## config.mk

```make
export PLATFORM = sky130hd
export DESIGN_NAME = mby_mc_req_arb
export DESIGN_NICKNAME = d
export VERILOG_FILES = /design/src/rtl/mby_mc_req_arb.sv
export SDC_FILE = /design/constraint.sdc
export NUM_CORES = 1
export LEC_CHECK = 0
export BUFFER_PORTS_ARGS = -buffer_cell sky130_fd_sc_hd__buf_2
export CAP_MARGIN = 0
export CORE_ASPECT_RATIO = 0.5
export CORE_UTILIZATION = 41
export CTS_BUF_LIST = sky130_fd_sc_hd__clkbuf_16
export DETAILED_ROUTE_END_ITERATION = 6
export MAX_ROUTING_LAYER = met4
export PLACE_DENSITY = 0.77
export REMOVE_ABC_BUFFERS = 1
export SLEW_MARGIN = 25
export SYNTH_ARGS = -nofsm -noshare
export SYNTH_HDL_FRONTEND = slang
export SYNTH_SLANG_ARGS = --single-unit
```

## constraint.sdc

```tcl
create_clock -name cclk -period 3.15 [get_ports cclk]
set_clock_uncertainty 0.2 [all_clocks]
set_input_delay 0.63 -clock cclk [delete_from_list [all_inputs] [get_ports cclk]]
set_output_delay 0.63 -clock cclk [all_outputs]
set_load 0.01 [all_outputs]
```

## src/rtl/mby_mc_req_arb.sv

```systemverilog
// Round-robin arbiter sharing the MC request port between NUM_REQ bridges, with per-requester credits.
// Optional per-requester grant counters are enabled by defining MBY_MC_ARB_PERF_CNT_EN.
module mby_mc_req_arb #(
  parameter int unsigned NUM_REQ   = 4,
  parameter int unsigned ADDR_W    = 32,
  parameter int unsigned LEN_W     = 8,
  parameter int unsigned MAX_OUTST = 8,
  localparam int unsigned ID_W     = $clog2(NUM_REQ)
) (
  input  logic                      cclk,
  input  logic                      rst,
  input  logic [NUM_REQ-1:0]        req_valid,
  output logic [NUM_REQ-1:0]        req_ready,
  input  logic [NUM_REQ*ADDR_W-1:0] req_addr,
  input  logic [NUM_REQ*LEN_W-1:0]  req_len,
  output logic                      mc_valid,
  input  logic                      mc_ready,
  output logic [ADDR_W-1:0]         mc_addr,
  output logic [LEN_W-1:0]          mc_len,
  output logic [ID_W-1:0]           mc_id,
  input  logic                      cpl_valid,
  input  logic [ID_W-1:0]           cpl_id,
  input  logic                      arb_en,
`ifdef MBY_MC_ARB_PERF_CNT_EN
  input  logic                      perf_clr,
  output logic [NUM_REQ*16-1:0]     grant_cnt,
`endif
  output logic                      busy,
  output logic                      cpl_err
);

  localparam int unsigned CNT_W = 4;

  typedef enum logic {S_EMPTY = 1'b0, S_HOLD = 1'b1} state_t;

  state_t              r_state;
  state_t              w_state_nxt;
  logic [CNT_W-1:0]    r_outst [NUM_REQ];
  logic [ID_W-1:0]     r_last;
  logic [ADDR_W-1:0]   r_mc_addr;
  logic [LEN_W-1:0]    r_mc_len;
  logic [ID_W-1:0]     r_mc_id;
  logic                r_cpl_err;

  logic [NUM_REQ-1:0]  w_elig;
  logic [NUM_REQ-1:0]  w_nz;
  logic [NUM_REQ-1:0]  w_cpl_hit;
  logic [NUM_REQ-1:0]  w_cpl_dec;
  logic [NUM_REQ-1:0]  w_grant_vec;
  logic                w_cpl_bad;
  logic                w_found;
  logic [ID_W-1:0]     w_win;
  logic                w_slot_free;
  logic                w_grant;

  // Per-requester eligibility and completion decode
  always_comb begin
    w_elig    = '0;
    w_nz      = '0;
    w_cpl_hit = '0;
    for (int unsigned i = 0; i < NUM_REQ; i++) begin
      w_elig[i]    = req_valid[i] & arb_en & (r_outst[i] < CNT_W'(MAX_OUTST));
      w_nz[i]      = (r_outst[i] != '0);
      w_cpl_hit[i] = cpl_valid & (32'(cpl_id) == i);
    end
  end

  assign w_cpl_dec = w_cpl_hit & w_nz;
  assign w_cpl_bad = cpl_valid & ~(|w_cpl_dec);

  // Round-robin search starting just after the last winner
  always_comb begin
    w_found = 1'b0;
    w_win   = '0;
    for (int unsigned k = 1; k <= NUM_REQ; k++) begin
      if (!w_found && w_elig[(32'(r_last) + k) % NUM_REQ]) begin
        w_found = 1'b1;
        w_win   = ID_W'((32'(r_last) + k) % NUM_REQ);
      end
    end
  end

  assign w_slot_free = (r_state == S_EMPTY) | mc_ready;
  assign w_grant     = w_slot_free & w_found & ~rst;
  assign w_grant_vec = w_grant ? (NUM_REQ'(1) << w_win) : '0;

  always_ff @(posedge cclk or posedge rst) begin
    if (rst) r_state <= S_EMPTY;
    else     r_state <= w_state_nxt;
  end

  always_comb begin
    w_state_nxt = r_state;
    if (w_grant)          w_state_nxt = S_HOLD;
    else if (w_slot_free) w_state_nxt = S_EMPTY;
  end

  always_comb begin
    mc_valid  = (r_state == S_HOLD);
    req_ready = w_grant_vec;
    busy      = (r_state == S_HOLD) | (|w_nz);
  end

  // Output holding register and round-robin pointer
  always_ff @(posedge cclk or posedge rst) begin
    if (rst) begin
      r_mc_addr <= '0;
      r_mc_len  <= '0;
      r_mc_id   <= '0;
      r_last    <= ID_W'(NUM_REQ - 1);
      r_cpl_err <= 1'b0;
    end else begin
      if (w_grant) begin
        r_mc_addr <= req_addr[32'(w_win) * ADDR_W +: ADDR_W];
        r_mc_len  <= req_len[32'(w_win) * LEN_W +: LEN_W];
        r_mc_id   <= w_win;
        r_last    <= w_win;
      end
      if (w_cpl_bad) r_cpl_err <= 1'b1;
    end
  end

  // Credit counters; a grant and a retire in the same cycle cancel out
  always_ff @(posedge cclk or posedge rst) begin
    if (rst) begin
      for (int unsigned i = 0; i < NUM_REQ; i++) r_outst[i] <= '0;
    end else begin
      for (int unsigned i = 0; i < NUM_REQ; i++) begin
        if (w_grant_vec[i] && !w_cpl_dec[i])      r_outst[i] <= r_outst[i] + CNT_W'(1);
        else if (!w_grant_vec[i] && w_cpl_dec[i]) r_outst[i] <= r_outst[i] - CNT_W'(1);
      end
    end
  end

  assign mc_addr = r_mc_addr;
  assign mc_len  = r_mc_len;
  assign mc_id   = r_mc_id;
  assign cpl_err = r_cpl_err;

`ifdef MBY_MC_ARB_PERF_CNT_EN
  logic [15:0] r_grant_cnt [NUM_REQ];

  // Saturating grant counters; clear has priority over increment
  always_ff @(posedge cclk or posedge rst) begin
    if (rst) begin
      for (int unsigned i = 0; i < NUM_REQ; i++) r_grant_cnt[i] <= '0;
    end else begin
      for (int unsigned i = 0; i < NUM_REQ; i++) begin
        if (perf_clr)                                   r_grant_cnt[i] <= '0;
        else if (w_grant_vec[i] && r_grant_cnt[i] != 16'hFFFF) r_grant_cnt[i] <= r_grant_cnt[i] + 16'd1;
      end
    end
  end

  always_comb begin
    grant_cnt = '0;
    for (int unsigned i = 0; i < NUM_REQ; i++) grant_cnt[i*16 +: 16] = r_grant_cnt[i];
  end
`endif

endmodule

```

## Word level (Yosys, flattened, before mapping)

Index checks and enable logic that the tools add are counted.

- Bits in registers: 62
- Latch bits: 0
- Memory bits (writable): 0
- ROM bits: 0
- Output and inout bits: 49
- Word-level logic and storage cells: 118
- Memories kept: 0

- Add/subtract/negate cells: 12
- Multiply operators: 0
- Divide/modulo/power cells: 0
- Order comparisons: 8
- Equal/unequal tests: 3
- Shift-type cells: 3
- Muxes and demuxes: 27
- Bitwise logic cells: 21
- Reduce and logical (&&, ||, !) cells: 34

Operators with widths:

| operator | count |
|---|---|
| $shiftx 128x8->32 | 1 |
| $mux 4 | 9 |
| $shiftx 32x6->8 | 1 |
| $add 4x1->4 const B | 4 |
| $lt 4x4->1 const B | 4 |
| $reduce_bool 4->1 | 4 |
| $sub 4x1->4 const B | 4 |
| $and 1x1->1 | 15 |
| $lt 2x3->1 const B | 4 |
| $logic_and 1x1->1 | 11 |
| $logic_not 1->1 | 11 |
| $mux 1 | 10 |
| $reduce_bool 2->1 | 5 |
| $bmux 1 s2 | 4 |
| $mux 2 | 4 |
| $reduce_or 4->1 | 2 |
| $add 2x1->2 const B | 2 |
| $add 2x2->2 const B | 2 |
| $and 4x4->4 | 1 |
| $eq 2x2->1 const B | 2 |
| $shl 1x2->4 const A | 1 |
| $not 1->1 | 3 |
| $eq 2x1->1 const B | 1 |
| $logic_not 2->1 | 1 |
| $or 1x1->1 | 2 |

## Logic depth before layout (Yosys ltp)

Gate-level depths: netlist of the first run.

- Depth after elaboration: 21
- Mapped depth: 15
- Depth with buffers taken out: 13

## Least setup slack after synthesis of the first run

Ideal clock, no wire load.

- Kind: input port to flip-flop
- From: in req_valid[0]
- To: reg r_outst[3] (netlist bit)
- Arrival time: 3181 ps
- Data required time: 2825 ps
- Setup slack: -356 ps
- Stages: 15
- Path buffers: 2
- Cells stage by stage: nor2b_1 > o21a_2 > o211ai_1 > and4b_1 > clkbuf_1 > buf_2 > nor2b_1 > ha_1 > inv_1 > ha_1 > a21o_1 > a21oi_1 > xnor2_1 > nor2_1 > xor2_1

- Cells in the longest elaborated chain, start to end: 20
- Elaborated cells on any way between the ends: 33

RTL lines:

| element | line | text |
|---|---|---|
| start, declared | 12 | `input logic [NUM_REQ-1:0] req_valid,` |
| $and 1x1->1 * (2 in series) | 62 | `w_elig[i] = req_valid[i] & arb_en & (r_outst[i] < CNT_W'(MAX_OUTST));` |
| $bmux 1 s2 | 76 | `if (!w_found && w_elig[(32'(r_last) + k) % NUM_REQ]) begin` |
| $mux 1 (not written as such) | 76 |  |
| $mux 1 | 76 |  |
| $logic_not 1->1 | 76 |  |
| $logic_and 1x1->1 | 76 |  |
| $mux 1 | 76 |  |
| $logic_not 1->1 | 76 |  |
| [... 3 more ...] | n/a |  |
| $logic_and 1x1->1 | 76 |  |
| $mux 1 | 76 |  |
| $and 1x1->1 (2 in series) | 84 | `assign w_grant = w_slot_free & w_found & ~rst;` |
| $mux 4 * | 85 | `assign w_grant_vec = w_grant ? (NUM_REQ'(1) << w_win) : '0;` |
| named net req_ready[3] | 13 | `output logic [NUM_REQ-1:0] req_ready,` |
| $logic_not 1->1 | 130 | `else if (!w_grant_vec[i] && w_cpl_dec[i]) r_outst[i] <= r_outst[i] - CNT_W'(1);` |
| $logic_and 1x1->1 | 130 |  |
| $reduce_bool 2->1 (no source line) | n/a |  |
| end signal, assigned by index | 129 | `if (w_grant_vec[i] && !w_cpl_dec[i]) r_outst[i] <= r_outst[i] + CNT_W'(1);` |
| end signal, assigned by index | 130 |  |
| end, declared | 38 | `logic [CNT_W-1:0] r_outst [NUM_REQ];` |

Mark *: on every way through the listed nets, which the timed path passes. The rest lies on a longest branch. The select of a mux whose other input is x is not followed.
A chain may end at the register's enable or synchronous reset.

## Worst setup path after layout of the first run

- From: reg r_last[0]
- To: reg r_outst[11] (netlist bit)

- Cells in the longest elaborated chain, start to end: 19
- Elaborated cells on any way between the ends: 35

RTL lines:

| element | line | text |
|---|---|---|
| start, declared | 39 | `logic [ID_W-1:0] r_last;` |
| start signal, assigned | 110 | `r_last <= ID_W'(NUM_REQ - 1);` |
| start signal, assigned | 117 | `r_last <= w_win;` |
| $add 2x1->2 | 76, 78 |  |
| $bmux 1 s2 | 76 |  |
| $mux 1 (not written as such) | 76 |  |
| $mux 1 | 76 |  |
| $logic_not 1->1 | 76 |  |
| $logic_and 1x1->1 | 76 |  |
| $mux 1 | 76 |  |
| $logic_not 1->1 | 76 |  |
| [... 2 more ...] | n/a |  |
| $logic_not 1->1 | 76 |  |
| $logic_and 1x1->1 | 76 |  |
| $mux 1 | 76 |  |
| $and 1x1->1 (2 in series) | 84 |  |
| $mux 4 * | 85 |  |
| $logic_not 1->1 | 130 |  |
| $logic_and 1x1->1 | 130 |  |
| $reduce_bool 2->1 (no source line) | n/a |  |

Every way passes the cells marked *; elsewhere a longest branch is shown, timed or not. The select of a mux whose other input is x is not followed.

==> results.md, run 1 <==
* Xor and xnor area share after synthesis at 0.03379
* Fin. Hold Viols at 0
* Drc violations at 0
* Tmin final at 2.907 ns
* Ports at 220
* Final Max Slew Viols at 0
* # fillers at 853
* Top-area cell type share of the netlist area at 0.3620
* First-pass GRT wire length at 16.93 mm
* Largest family of logic cells by synthesized area: multiplexers
* Final WS setup at 0.2434 ns
* CTS Sinks at 62
* Synth warnings at 0
* Num CTS Buffers at 9
* Slew headroom at 0.4973
* Post-route cell area at 5710 sq um
* Chip width at 144.2 um
* Final setup TNS at 0 ns
* Synth Cell Area at 4148 sq um
* Drt pass-1 iters at 4
* Count of different cell masters after synthesis at 47
* Clock buffer depth at 2
* Antenna violations before repair at 0
* Post-Route WL at 10.93 mm
* Largest fanout on the critical path at 4
* Starting density of the core at 0.4305
* Reg2reg start: r_last[0]
* Mux cell area share after synthesis at 0.2039
* Gpl congestion at 0.8182
* Post-synthesis simple-gate area fraction at 0.08748
* Vias per inst at 5.072
* Die ar. at 10550 sq um
* GR Overflow Total at 0
* Total track usage at 0.2160
* Req. time, crit path at 3.16 ns
* Busiest layer in global routing: met2
* Synth cell count leaders: mux2i_1, dfrtp_1, nor2_1
* Synth Area in Compound Gates at 0.1903
* Final hold slack at 0.1480 ns
* Htree depth at 3
* Final worst path period share at 0.9227
* Synth Flop Type: dfrtp_1
* Number of antenna diodes at 0
* Fmax at 344.0 MHz
* Peak supply drop at 0.0003211 V
* Post-synth ARST share at 1.000
* First-iteration detailed-routing DRC count at 180
* Worst setup path start: r_last[0]
* Met1 usage at 0.2498
* Clock root cell: clkbuf_16
* Postcts setup bufs at 0
* Worst-Skew Late Latency at 0.32 ns
* Count leader, synth: mux2i_1
* Power Dens Cells at 810.4 nW/um^2
* DP Area at 5423 sq um
* Max-cap violation count at 0
* Footprint of the multi-input gates at 2400 sq um
* Post-synth top area cell: dfrtp_1
* Post-synth EDFFs at 0
* Met3 usage at 0.04462
* Floorplan row count at 25
* DP Wirelength at 8.552 mm
* Post-Synth Adder-Cell Area at 0.05822
* Main area contributors after synthesis: dfrtp_1, mux2i_1, a221oi_2, nor2_1, ha_1
* Critical setup path kind: register to register
* Worst-margin pin slew at 0.7541 ns
* Hold crit path type: primary input to asynchronous set/reset pin
* Reg area at 1554 sq um
* Status: finished, final reports clean
* Startpoint class of the critical path: register
* Via Count at 3677
* #FFs+latches synth at 62
* Leakage power at 0.003067 uW
* IO Port Bufs at 219
* CP arrival at 2.91 ns
* Pin count of the biggest net entering global routing at 49
* Worst-path clk slew at 0.05 ns
* Grt met2 use at 0.3795
* Worst slack, placed at -0.03949 ns
* Synthesis-to-layout area growth at 37.68%
* CTS tree: built
* Vias in the first global route at 3541
* RSZ-0062 raised after global routing: false
* Final nets at 773
* Syn Inst Count at 355
* Core area at 9634 sq um
* DR WL/cell at 15.08 um
* Finish-stage setup viols at 0
* Die height at 73.12 um
* Share of layout cells above drive strength 1 at 0.5186
* Seq/Total Area, Yosys at 0.3747
* Avg Inst Size Synth at 11.68 sq um
* ANT nets after route at 0
* Endpoint class of the critical path: register
## state kept, by name, indices dropped and copies added, names as in the netlist
name      cells
r_outst      16
mc_valid      1
mc_len        8
mc_id         2
cpl_err       1
mc_addr      32
r_last        2
## per-layer routing
layer / wire (um) / up-vias / part of all wire
met3: 416 / 17 / 0.038
met1: 4611 / 1779 / 0.42
met5: 0 / - / 0
li1: - / 1795 / -
met4: 165 / 0 / 0.015
met2: 5737 / 86 / 0.52
## report_power, final
| part | switching (uW) | internal, uW |
|---|---|---|
| sequential | 291 | 1190 |
| combinational | 1120 | 1100 |
| clock | 333 | 598 |
| total | 1740 | 2890 |
## worst max-delay path: stages, from the launching register on
cell and delay, ns:
dfstp_2 0.56, nand2b_1 0.15, o21ai_0 0.10, a21bo_1 0.24, a21boi_4 0.14, nor2b_1 0.19, ha_1 0.18, inv_1 0.06
ha_1 0.26, a21o_1 0.17, a21oi_1 0.18, xnor2_1 0.15, nor2_1 0.07, xor2_1 0.14
## through the flow
| step | util | power [uW] | instances |
|---|---|---|---|
| 6_report | 0.5927 | 4628 | 725 |
| 3_5_place_dp | 0.5629 | 3719 | 710 |
| 5_1_grt | 0.5927 | 4977 | 725 |
| 3_3_place_gp | 0.5629 | 3640 | 710 |
| 4_1_cts | 0.5919 | 4674 | 725 |
| 2_1_floorplan | - | 3006 | 333 |
## layout make-up
cell class,instances,area share
clock buffer,9,0.03944
tap,135,0.02958
inverter,7,0.004601
sequential,62,0.2721
timing repair buffer,242,0.2244
clock inverter,6,0.009641
multi-input combinational,264,0.4202
## repair_timing
item                       in CTS  in global routing
hold buffers                    0                  0
setup endpoints to repair       0                  2
gates resized for setup         0                  1
## worst paths after layout
check / to / slack, ns / depth (start not counted)
min: mc_id[1] / 0.15 / 2
min reg2reg: cpl_err / 0.26 / 1
max in group asynchronous: r_last[1] / 1.98 / 3
max reg2reg: r_outst[11] / 0.24 / 13
max: r_outst[11] / 0.24 / 13
min in group cclk: cpl_err / 0.26 / 1
## cells by family (layout without fill, tap and decap cells)
| kind of cell | Yosys count | count (layout) |
|---|---|---|
| muxes | 84 | 84 |
| and+or+nand+nor | 77 | 77 |
| AOI/OAI and AO/OA | 70 | 70 |
| DFF | 62 | 62 |
| buffers and inverters | 29 | 264 |
| adders and majority gates | 17 | 17 |
| xor gates and xnor gates | 16 | 16 |
## layout by cell type (no fill, tap or decap), types with 2 or more instances in the layout
cell type	n
o211ai_1	2
nand2b_1	4
xnor2_1	12
clkbuf_16	9
nand2_1	8
o21ai_1	3
nor4_1	3
a221oi_1	5
inv_1	6
a21o_1	6
buf_4	22
fa_1	4
a21oi_1	5
o21ai_0	6
a221oi_2	35
mux2i_1	80
clkinv_2	2
ha_1	12
xor2_1	4
and2_1	3
a21boi_4	2
nor2_1	46
dfrtp_1	60
mux2_2	4
nor2b_1	4
clkinv_1	2
dfstp_2	2
buf_2	219
Power figures use the tool's default switching activity.
==> inputs of run 2 (changes only) <==
ABC_AREA = 1   (was default)
CORE_UTILIZATION = 44   (was 41)
PLACE_DENSITY = 0.79   (was 0.77)
==> run 2 against run 1 <==
Net effect: the flow now finishes with violations (negative setup slack); first-iteration DRC count rose by 86%; largest power group unchanged; largest cell class unchanged; register-to-register slack got worse by 0.40 ns; highest routed layer unchanged; worst hold slack improved by 0.12 ns; combinational power rose to 3.2 times the previous value; utilization rose by 6.2 points.
==> results.md, run 2 <==
* Post-synth top area cell: nand2_1 (was dfrtp_1)
* Sequential share of power at 0.159 (was 0.320)
* Peak supply drop at 0.0009048 V (was 0.0003211 V)
* Via Count at 5775 (was 3677)
* CP arrival at 2.51 ns (was 2.91 ns)
* Post-synth EDFFs at 0 (unchanged)
* Count of different cell masters after synthesis at 34 (was 47)
* ANT nets after route at 0 (unchanged)
* Synth Cell Area at 4838 sq um (was 4148 sq um)
* Comb pwr share at 0.743 (was 0.478)
* Final worst path period share at 1.059 (was 0.9227)
* IO Port Bufs at 219 (unchanged)
* Leakage power at 0.004059 uW (was 0.003067 uW)
* Core area at 10440 sq um (was 9634 sq um)
* Worst-Skew Late Latency at 0.34 ns (was 0.32 ns)
* Max-cap violation count at 0 (unchanged)
* Reg2reg start: r_last[0] (unchanged)
* Htree depth at 3 (unchanged)
* Main area contributors after synthesis: nand2_1, dfrtp_1, nand3_1, ha_1, buf_2 (was dfrtp_1, mux2i_1, a221oi_2, nor2_1, ha_1)
* Internal power at 4499 uW (was 2886 uW)
* Floorplan row count at 26 (was 25)
* Worst-margin pin slew at 0.7895 ns (was 0.7541 ns)
* Most frequent cells in the layout: nand2_1, buf_2, nand3_1, dfrtp_1, buf_4 (was buf_2, mux2i_1, dfrtp_1, nor2_1, a221oi_2)
* Synth cell count leaders: nand2_1, nand3_1, dfrtp_1 (was mux2i_1, dfrtp_1, nor2_1)
* Critical setup path kind: register to primary output (was register to register)
* Synthesis-to-layout area growth at 41.30% (was 37.68%)
* First-pass GRT wire length at 23.27 mm (was 16.93 mm)
* Chip width at 150.3 um (was 144.2 um)
* Synth Flop Type: dfrtp_1 (unchanged)
* GR Overflow Total at 0 (unchanged)
* First-iteration detailed-routing DRC count at 335 (was 180)
* CTS Sinks at 62 (unchanged)
* Endpoint class of the critical path: primary output (was register)
* Drc violations at 0 (unchanged)
* Hold buffers post-CTS at 0 (unchanged)
* Drt pass-1 iters at 5 (was 4)
* Starting density of the core at 0.4633 (was 0.4305)
* Fin. Hold Viols at 0 (unchanged)
* Most common library cell in the layout ignoring fill and taps: nand2_1 (was buf_2)
* Switching power at 5073 uW (was 1742 uW)
* Largest fanout on the critical path at 7 (was 4)
* Slew headroom at 0.4737 (was 0.4973)
* Final WS setup at -0.1856 ns (was 0.2434 ns)
* Final Max Slew Viols at 0 (unchanged)
* Ports at 220 (unchanged)
* Worst Min Path Start: mc_addr[25]
* DP Wirelength at 10.10 mm (was 8.552 mm)
* Syn Inst Count at 773 (was 355)
* Clock buffer depth at 2 (unchanged)
* Req. time, crit path at 2.32 ns (was 3.16 ns)
* Final cell count without fillers at 1152 (was 725)
* Tmin final at 3.336 ns (was 2.907 ns)
* Clock root cell: clkbuf_16 (unchanged)
* Die height at 76.15 um (was 73.12 um)
* Gpl congestion at 0.9120 (was 0.8182)
* Synth warnings at 0 (unchanged)
* Fmax at 299.8 MHz (was 344.0 MHz)
* Post-Route WL at 14.95 mm (was 10.93 mm)
* Net Sw Frac at 0.5300 (was 0.3764)
* Startpoint class of the critical path: register (unchanged)
* Vias per inst at 5.013 (was 5.072)
* Power Dens Cells at 1400 nW/um^2 (was 810.4 nW/um^2)
* Reg area at 1554 sq um (unchanged)
* Antenna violations before repair at 0 (unchanged)
* Top-area cell type share of the netlist area at 0.3561 (was 0.3620)
* Pwr Total at 9572 uW (was 4628 uW)
* Number of antenna diodes at 0 (unchanged)
* Pin count of the biggest net entering global routing at 81 (was 49)
* Count leader, synth: nand2_1 (was mux2i_1)
* Finish-stage setup viols at 11 (was 0)
* CTS tree: built (unchanged)
* Final hold slack at 0.2707 ns (was 0.1480 ns)
* Post-synth ARST share at 1.000 (unchanged)
* Placed Cells at 1126 (was 710)
* Num CTS Buffers at 9 (unchanged)
* Die ar. at 11450 sq um (was 10550 sq um)
* Final nets at 1194 (was 773)
* Total track usage at 0.2603 (was 0.2160)
* Worst-path clk slew at 0.05 ns (about the same)
* Footprint of the multi-input gates at 3221 sq um (was 2400 sq um)
* Avg Inst Size Synth at 6.259 sq um (was 11.68 sq um)
* Max FFs per register at 32 (unchanged)
* Worst setup path start: r_last[0] (unchanged)
* # fillers at 922 (was 853)
* DR WL/cell at 12.98 um (was 15.08 um)
* Hold crit path type: register to register (was primary input to asynchronous set/reset pin)
* Status: finished, violations left (was finished, final reports clean)
* Violated checks: negative setup slack
* Seq/Total Area, Yosys at 0.3212 (was 0.3747)
* Vias in the first global route at 5134 (was 3541)
* #FFs+latches synth at 62 (unchanged)
* RSZ-0062 raised after global routing: true (was false)
* Clock share of power at 0.098 (was 0.201)
* Share of layout cells above drive strength 1 at 0.3399 (was 0.5186)
==> run 2: cell types whose count changed after synthesis, moves of 5 or more <==
cell | previous run | this run
inv_2 | 0 | 6
buf_6 | 1 | 10
nor2_1 | 46 | 20
a221oi_1 | 5 | 0
nand2_1 | 8 | 459
nand3_1 | 0 | 94
buf_2 | 8 | 28
clkbuf_1 | 5 | 0
a221oi_2 | 35 | 0
nand4_1 | 1 | 7
inv_1 | 6 | 17
mux2i_1 | 80 | 0
==> run 2: timing repair <==
item                                    in CTS  in global routing
endpoints found under the hold margin        0                  0
endpoints found under the setup margin      12                 15
setup buffers                                4                  9
gates resized for setup                     36                 45
pin swaps                                   12                 42
==> run 2: layer usage <==
metal | vias to the layer above | part of all wire | track usage
li1 | 2900 | - | -
met4 | 0 | 0.026 | 0.09697
met1 | 2638 | 0.42 | 0.2978
met3 | 38 | 0.050 | 0.05569
met5 | - | 0 | -
met2 | 199 | 0.51 | 0.4465
==> run 2: power by group through the flow <==
stage	logic (uW)	registers (uW)	clock network, uW
floorplan	4180	1570	0
global placement	6130	1490	0
detailed placement	6250	1500	0
CTS	6620	1500	963
global route	7950	1570	995
finish	7110	1520	940
==> run 2: area by class of cell <==
type                            instances  area share
Timing Repair Buffer                  266      0.2202
Multi-Input combinational cell        645      0.4711
Clock inverter                          7    0.008419
Inverter                               23     0.01446
Clock buffer                            9     0.03294
Tap cell                              140     0.02562
Sequential cell                        62      0.2273
==> run 2: worst paths after layout <==
| path | to | slack (ns) | cells past startpoint |
|---|---|---|---|
| max in group asynchronous | mc_addr[8] | 1.83 | 3 |
| hold / removal | mc_addr[25] | 0.27 | 2 |
| hold reg to reg | mc_addr[25] | 0.27 | 2 |
| min in group asynchronous | r_outst[12] | 0.40 | 3 |
| setup / recovery | req_ready[1] | -0.19 | 12 |
| setup reg to reg | r_outst[15] | -0.16 | 17 |
==> run 2: stage by stage <==
step	setup TNS (ns)	utilization	area [sq um]	setup slack [ns]
floorplan	-44.15	-	4563	-1.908
finish	-0.7331	0.6547	6837	-0.1856
global route	-1.624	0.6547	6837	-0.2690
global placement	-0.7800	0.5872	6132	-0.1853
detailed placement	-2.445	0.5872	6132	-0.3690
CTS	-0.01342	0.6307	6586	-0.006936
==> run 2: kinds of logic after synthesis <==
kind of cell	after synthesis	share of synthesized area
flops	62	0.3212
buf+inv	66	0.07473
simple gates	597	0.5097
compound gates	20	0.02508
xor+xnor	12	0.02172
fa+ha+maj	16	0.04758
==> run 2: critical path: stages (launching register included) <==
cell and delay (ns):
dfstp_2 0.66, nand4_1 0.28, nand3_4 0.20, nand2_8 0.09, a21oi_2 0.16, nand2_2 0.14, nand2_8 0.11, inv_6 0.05
nand2_2 0.09, nor2_4 0.04, buf_4 0.12, buf_4 0.12, buf_6 0.11
==> inputs of run 3 (changes only) <==
HOLD_SLACK_MARGIN = 0.12   (was default)
PLACE_DENSITY = 0.89   (was 0.79)
SETUP_SLACK_MARGIN = 0.5   (was default)
==> run 3 against run 2 <==
Net effect: clock-buffer cell count is the same; the flow finishes with violations (design-rule violations, negative setup slack); via count grew 6.3%; register-to-register slack lost 0.04 ns; fmax shrank 0.51%.
==> results.md, run 3 (synthesized netlist as in run 2, its figures left out) <==
* Vias in the first global route at 5469 (was 5134)
* Placed Cells at 1127 (was 1126)
* Violated checks: design-rule violations, negative setup slack (was negative setup slack)
* Drt pass-1 iters at 7 (was 5)
* Via Count at 6138 (was 5775)
* Critical setup path kind: register to register (was register to primary output)
* Hold crit path type: register to register (unchanged)
* Final Max Slew Viols at 0 (unchanged)
* DR WL/cell at 15.46 um (was 12.98 um)
* Final worst path period share at 1.064 (was 1.059)
* Final nets at 1204 (was 1194)
* Status: finished, violations left (unchanged)
* Pin count of the biggest net entering global routing at 81 (unchanged)
* Worst-margin pin slew at 0.8149 ns (was 0.7895 ns)
* Worst-path clk slew at 0.05 ns (about the same)
* GR Overflow Total at 0 (unchanged)
* Worst-Skew Late Latency at 0.33 ns (was 0.34 ns)
* Slew headroom at 0.4568 (was 0.4737)
* Floorplan row count at 26 (unchanged)
* # fillers at 886 (was 922)
* Total track usage at 0.2770 (was 0.2603)
* RSZ-0062 raised after global routing: true (unchanged)
* Post-route cell area at 7161 sq um (was 6837 sq um)
* CTS tree: built (unchanged)
* Htree depth at 3 (unchanged)
* Chip width at 150.3 um (unchanged)
* Endpoint class of the critical path: register (was primary output)
* Num CTS Buffers at 9 (unchanged)
* Share of layout cells above drive strength 1 at 0.3796 (was 0.3399)
* Starting density of the core at 0.4633 (unchanged)
* Tmin final at 3.353 ns (was 3.336 ns)
* Startpoint class of the critical path: register (unchanged)
* Drc violations at 6 (was 0)
* Most common library cell in the layout ignoring fill and taps: nand2_1 (unchanged)
* Final WS setup at -0.2026 ns (was -0.1856 ns)
* Finish-stage setup viols at 10 (was 11)
* Die height at 76.15 um (unchanged)
* Most frequent cells in the layout: nand2_1, buf_2, nand3_1, dfrtp_1, buf_4 (unchanged)
* Gpl congestion at 0.9158 (was 0.9120)
* CTS Sinks at 62 (unchanged)
* DP Wirelength at 10.18 mm (was 10.10 mm)
* Clock buffer depth at 2 (unchanged)
* Final cell count without fillers at 1162 (was 1152)
* Req. time, crit path at 3.16 ns (was 2.32 ns)
* First-iteration detailed-routing DRC count at 446 (was 335)
* Core area at 10440 sq um (unchanged)
* Fmax at 298.3 MHz (was 299.8 MHz)
* Vias per inst at 5.282 (was 5.013)
* Final setup TNS at -1.099 ns (was -0.7331 ns)
* IO Port Bufs at 219 (unchanged)
* Ports at 220 (unchanged)
* Die ar. at 11450 sq um (unchanged)
* Antenna violations before repair at 0 (unchanged)
* Core Util, Final at 0.6857 (was 0.6547)
* Largest fanout on the critical path at 5 (was 7)
* First-pass GRT wire length at 24.87 mm (was 23.27 mm)
* DP Area at 6135 sq um (was 6132 sq um)
* Fin. Hold Viols at 0 (unchanged)
* CP arrival at 3.36 ns (was 2.51 ns)
* Max-cap violation count at 0 (unchanged)
* Synthesis-to-layout area growth at 48.00% (was 41.30%)
* Clock root cell: clkbuf_16 (unchanged)
* ANT nets after route at 0 (unchanged)
* Max FFs per register at 32 (unchanged)
* Number of antenna diodes at 0 (unchanged)
* Post-Route WL at 17.96 mm (was 14.95 mm)
run 3: cell types whose count changed in the layout (fill, tap and decap cells not counted), moves of 3 or more:
cell | previous run | this run
nand2_1 | 448 | 412
nand2_4 | 7 | 14
clkbuf_16 | 9 | 14
nand3_1 | 88 | 91
nand2_2 | 6 | 36
buf_4 | 41 | 37
buf_8 | 0 | 3
run 3: worst max-delay path: stages, from the launching register on:
cell	delay, ns
dfstp_2	0.62
buf_6	0.13
nand2_1	0.06
nand2_2	0.11
nand2_4	0.08
nand2_4	0.13
nand4_4	0.14
nor2_4	0.16
inv_2	0.06
nand3_4	0.10
nand2_4	0.07
nor2_2	0.14
ha_2	0.22
inv_2	0.06
ha_1	0.28
a21o_1	0.20
a21oi_2	0.14
nand2_1	0.08
nand2_1	0.07
nor2_1	0.05
xor2_1	0.14
run 3: routing by layer:
metal,GRT usage,part of all wire
met1,0.3241,0.42
met2,0.4687,0.50
met5,-,0
met4,0.1020,0.032
met3,0.05689,0.056
run 3: metrics by stage:
| stage | hold slack (ns) | setup slack [ns] |
|---|---|---|
| after floorplan | 0.2693 | -1.908 |
| after global placement | 0.2548 | -0.1808 |
| after detailed placement | 0.2600 | -0.3949 |
| after CTS | 0.2733 | -0.004083 |
| after global routing | 0.2892 | -0.3211 |
| final | 0.2707 | -0.2026 |
run 3: final cells by class:
class                   instances  area, sq um  area share
clock buffers                   9        225.2     0.03145
flip-flops and latches         62         1554      0.2170
well taps                     140        175.2     0.02446
repair buffers                276         1750      0.2445
clock inverters                 7        56.30    0.007863
multi-input cells             645         3301      0.4609
inverters                      23        98.84     0.01380
run 3: timing repair:
| item | in CTS | in global routing |
|---|---|---|
| gates resized for setup | 56 | 85 |
| setup buffers | 9 | 4 |
| cloned | 0 | 6 |
| endpoints found under the setup margin | 56 | 60 |
| pin swaps | 35 | 10 |
| hold buffers | 0 | 0 |
run 3: path summary, 6_finish.rpt:
kind	from	end	slack (ns)	depth (start not counted)
setup / recovery	r_last[0]	r_outst[7]	-0.20	20
hold / removal	mc_addr[31]	mc_addr[31]	0.27	2
setup reg to reg	r_last[0]	r_outst[7]	-0.20	20
hold reg to reg	mc_addr[31]	mc_addr[31]	0.27	2
max in group asynchronous	rst	mc_addr[6]	1.77	3
min in group asynchronous	rst	r_outst[13]	0.42	3
Power of run 3 is left out: the tool's default activity adds up to more than one toggle a clock period on the data nets, which glitch-free logic cannot reach.
